==> config.mk <==
export PLATFORM = sky130hd
export DESIGN_NAME = barrel_rotator_4bit_flat
export DESIGN_NICKNAME = d
export VERILOG_FILES = /design/src/rtl/barrel_rotator_4bit_if.sv /design/src/rtl/barrel_rotator_4bit.sv /design/src/flat_wrapper.sv
export SDC_FILE = /design/constraint.sdc
export NUM_CORES = 1
export LEC_CHECK = 0
export BUFFER_PORTS_ARGS = -buffer_cell sky130_fd_sc_hd__clkbuf_2
export CORE_AREA = 8 8 45 47
export CTS_BUF_LIST = sky130_fd_sc_hd__clkbuf_8
export CTS_CLUSTER_DIAMETER = 200
export DETAILED_ROUTE_END_ITERATION = 7
export DIE_AREA = 0 0 53 55
export PLACE_DENSITY_LB_ADDON = 0.2
export SLEW_MARGIN = 20
export SYNTH_ARGS = -nofsm -noshare
export SYNTH_HDL_FRONTEND = slang
export SYNTH_SLANG_ARGS = --single-unit
==> constraint.sdc <==
create_clock -name clk -period 1.9 [get_ports clk]
set_input_delay 0.38 -clock clk [delete_from_list [all_inputs] [get_ports clk]]
set_output_delay 0.38 -clock clk [all_outputs]
set_load 0.1 [all_outputs]
==> src/rtl/barrel_rotator_4bit_if.sv <==
// Capture-side bus of the 4-bit barrel rotator: operand, rotate control and qualified result.
interface barrel_rotator_4bit_if;
  logic [3:0] data_in;
  logic [1:0] rotate_amt;
  logic       dir;
  logic       in_valid;
  logic [3:0] data_out;
  logic       out_valid;

  modport master (
    output data_in,
    output rotate_amt,
    output dir,
    output in_valid,
    input  data_out,
    input  out_valid
  );

  modport slave (
    input  data_in,
    input  rotate_amt,
    input  dir,
    input  in_valid,
    output data_out,
    output out_valid
  );
endinterface

==> src/rtl/barrel_rotator_4bit.sv <==
// Registered 4-bit barrel rotator: two-level log rotator (by 1, then by 2) into one output register.
module barrel_rotator_4bit (
  input  logic                        clk,
  input  logic                        rst,
  barrel_rotator_4bit_if.slave        bus
);

  logic [3:0] stage0;
  logic [3:0] stage1;
  logic [3:0] data_d, data_q;
  logic       valid_d, valid_q;

  always_comb begin
    stage0 = bus.data_in;
    if (bus.rotate_amt[0]) begin
      stage0 = bus.dir ? {bus.data_in[0], bus.data_in[3:1]}
                       : {bus.data_in[2:0], bus.data_in[3]};
    end
    // Rotating by 2 is the same in either direction, so no direction mux here.
    stage1 = bus.rotate_amt[1] ? {stage0[1:0], stage0[3:2]} : stage0;
  end

  always_comb begin
    data_d  = data_q;
    valid_d = 1'b0;
    if (bus.in_valid) begin
      data_d  = stage1;
      valid_d = 1'b1;
    end
  end

  always_ff @(posedge clk or posedge rst) begin
    if (rst) begin
      data_q  <= 4'b0000;
      valid_q <= 1'b0;
    end else begin
      data_q  <= data_d;
      valid_q <= valid_d;
    end
  end

  assign bus.data_out  = data_q;
  assign bus.out_valid = valid_q;

endmodule

==> src/flat_wrapper.sv <==
// flat-port wrapper written by rule: the top's interface ports become plain ports
module barrel_rotator_4bit_flat 
  (clk, rst, bus_data_in, bus_rotate_amt, bus_dir, bus_in_valid, bus_data_out, bus_out_valid);
  barrel_rotator_4bit_if bus_i ();
  input  logic clk;
  input  logic rst;
  input wire logic [$bits(bus_i.data_in)-1:0] bus_data_in;
  input wire logic [$bits(bus_i.rotate_amt)-1:0] bus_rotate_amt;
  input wire logic [$bits(bus_i.dir)-1:0] bus_dir;
  input wire logic [$bits(bus_i.in_valid)-1:0] bus_in_valid;
  output wire logic [$bits(bus_i.data_out)-1:0] bus_data_out;
  output wire logic [$bits(bus_i.out_valid)-1:0] bus_out_valid;
  assign bus_i.data_in = bus_data_in;
  assign bus_i.rotate_amt = bus_rotate_amt;
  assign bus_i.dir = bus_dir;
  assign bus_i.in_valid = bus_in_valid;
  assign bus_data_out = bus_i.data_out;
  assign bus_out_valid = bus_i.out_valid;
  barrel_rotator_4bit u_core (.clk(clk), .rst(rst), .bus(bus_i));
endmodule
== After elaboration in Yosys (flattened, before gate mapping) ==
Index checks and enable logic that the tools add are counted.
Widths: inputs -> output; s select.
Operators by class
  muxes and demuxes: 4
Operator list (count)
  $mux 4: 3
  $mux 1: 1
Storage, ports and cells
  output and inout port bits: 5
  input bits: 10
  register bits: 5
  word-level logic and storage cells: 6

== Logic depth before layout (Yosys ltp) ==
  depth after elaboration: 3
  gate-level depth with buffers: 4
  mapped depth without buffers: 3

== Worst setup path before layout ==
No wires, ideal clock.
  path type: flip-flop to output port
  from: register u_core.data_q[0] (netlist: u_core.bus.data_out[0])
  to: output port bus_data_out[0]
  buffers on the path: 0
  arrival: 0.898 ns
  slack: 0.622 ns
  cell stages (with the launch flop): 1
  cells stage by stage: dfrtp_1
RTL lines
  start, declared: RTL line barrel_rotator_4bit.sv:10  | logic [3:0] data_d, data_q;
  start signal, assigned: RTL line barrel_rotator_4bit.sv:37  | data_q <= data_d;
  end, declared: RTL line flat_wrapper.sv:11  | output wire logic [$bits(bus_i.data_out)-1:0] bus_data_out;
No word-level cell between the ends.

== Worst setup path after layout ==
  from: register u_core.data_q[2] (netlist: u_core.bus.data_out[2])
  to: output port bus_data_out[2]
No word-level cell between the ends.

==> impl_metrics.py <==
metrics = {
    "sta": {
        "fmax_ghz": 0.712,
        "rsz0062_at_grt": "false",
        "fin_setup_tns_ns": 0,
        "finalSetupViolations": 0,
        "tightest_slew_ns": 0.543,
        "max_slew_margin_pct": 64.0,
        "period_share_pct": 73.9,
        "period_minus_slack_ns": 1.40,
        "hold_violations": 0,
        "finClkSkew_ns": 0,
        "slew_violations": 0,
        "holdWs_ns": 0.0277,
    },
    "grt": {
        "grt_pass1_wl_um": 1270,
        "grt_overflow": 0,
        "first_global_vias": 301,
        "antenna_found_initial": 0,
        "grt_usage_pct": 5.75,
        "grt_max_degree": 17,
    },
    "clocking": {
        "clk_latency_ns": 0.22,
        "cts_setup_buffers": 0,
        "post_cts_resized": 0,
        "cts_root_buf": "clkbuf_8",
        "cts_sinks": 5,
        "clk_pin_slew_worst_paths_ns": 0.04,
        "cts_tree": "yes",
        "ctsLongestPathBuffers": 2,
        "numCtsBuffers": 3,
        "htreeDepth": 1,
        "ctsHoldBuffers": 0,
    },
    "yosys": {
        "ys_types": 11,
        "synth_nets": 47,
        "synth_area_sq_um": 332,
        "ys_warn_count": 0,
        "syn_inst": 37,
        "syn_avg_cell_area_sq_um": 8.96,
        "synth-seq-cells": 5,
        "ys_seq_area_share_pct": 37.7,
    },
    "setup_path": {
        "crit_type": "reg2out",
        "cp-start-kind": "flop",
        "crit_buf_inv": 1,
        "end_kind": "output port",
        "max_stage_delay_ns": 0.46,
        "cp.required_ns": 1.52,
        "slowest_stage": "clkbuf_2",
        "critPathMaxFanout": 2,
        "critPathTopFamily": "buffers and inverters",
        "arrival_ns": 1.02,
        "crit_chain": "clkbuf_2",
        "r2r_slack_ns": 1.27,
    },
    "floorplanning": {
        "fp-row-count": 14,
        "fp.dieH_um": 55,
        "die-area_sq_mm": 0.00292,
        "core_sq_mm": 0.00138,
        "pin_count": 15,
        "start_util_pct": 24.0,
        "die_x_um": 53,
    },
    "routing": {
        "vias": 322,
        "antenna_left": 0,
        "drtIter0Drc": 2,
        "routed_via_density": 4.74,
        "routed_wirelength_um": 793,
        "wl_per_cell_um": 11.7,
        "drc": 0,
        "dr.pass1.iters": 2,
    },
    "placement": {
        "place.detailed.hpwl_um": 648,
        "globalplace.congestion": 0.638,
        "placedCellCount": 64,
        "portBuffers": 14,
    },
    "final_layout": {
        "syn2layout_area_growth_pct": 34.0,
        "layout_commonest_cell": "clkbuf_2",
        "layout-drive-gt1-share_pct": 32.7,
        "antennaDiodeCount": 0,
        "fin_cells": 68,
        "utilization_pct": 32.1,
        "fin_nets": 63,
        "final_cell_mix": "14 x clkbuf_2, 8 x nor2_1, 5 x dfrtp_1",
    },
    "power_and_ir_drop": {
        "finalPower_mw": 0.470,
        "vdd_drop_max_uv": 370,
        "p_leak_nw": 0.233,
        "powerDensity_mw_per_mm2": 1060,
    },
    "outcome": {
        "outcome": "finished clean",
    },
    "job": {
        "cap_violations": 0,
    },
    "hold_path": {
        "hp-class": "in2async",
    },
}
## metrics by stage
stage                     area (sq um)  worst slack (ns)
after floorplan                    332             0.622
after global placement             399             0.666
after detailed placement           399             0.631
after CTS                          444             0.481
after global routing               444             0.457
final                              444             0.496
## layer usage
| metal | wire (um) | track usage [%] |
|---|---|---|
| met1 | 326 | 6.26 |
| met2 | 428 | 9.96 |
| met3 | 24 | 1.07 |
| met4 | 13 | 3.88 |
| met5 | 0 | 0 |
## cell usage after synthesis
cell type / number / area, sq um
a211o_1: 4 / 35.0
a21o_1: 4 / 30.0
a31oi_1: 4 / 25.0
buf_1: 1 / 3.75
buf_4: 1 / 7.51
buf_6: 1 / 11.3
dfrtp_1: 5 / 125
inv_1: 1 / 3.75
mux2i_1: 4 / 40.0
nor2_1: 8 / 30.0
o21ai_0: 4 / 20.0
## cells by family after synthesis
group                  share of synthesized area, %
AO/OA/AOI/OAI                                  33.2
flip-flops                                     37.7
multiplexers                                   12.1
AND/OR/NAND/NOR                                9.06
buffers and inverters                          7.92
## cell type report
| type | count | area [sq um] |
|---|---|---|
| Multi-Input combinational cell | 28 | 180 |
| Clock buffer | 3 | 41.3 |
| Sequential cell | 5 | 125 |
| Fill cell | 156 | 940 |
| Timing Repair Buffer | 14 | 70.1 |
| Clock inverter | 1 | 3.75 |
| Tap cell | 16 | 20.0 |
| Inverter | 1 | 3.75 |
## power by group
group / switching (mW) / internal [mW]
combinational: 0.122 / 0.0328
clock: 0.0529 / 0.139
sequential: 0.00558 / 0.119
## sequential cells by signal, indices dropped and copies added, names as in the netlist
name and cells:
u_core.bus.out_valid 1, u_core.bus.data_out 4
## final timing paths
check / from / endpoint / cells past startpoint
min in group clk: bus_in_valid / u_core.bus.out_valid / 1
worst min-delay path: rst / u_core.bus.data_out[1] / 2
worst max register to register: u_core.bus.data_out[1] / u_core.bus.data_out[1] / 2
worst max-delay path: u_core.bus.data_out[2] / bus_data_out[2] / 1
max in group asynchronous: rst / u_core.bus.out_valid / 2
worst min register to register: u_core.bus.data_out[3] / u_core.bus.data_out[3] / 2
Power figures use the tool's default switching activity.
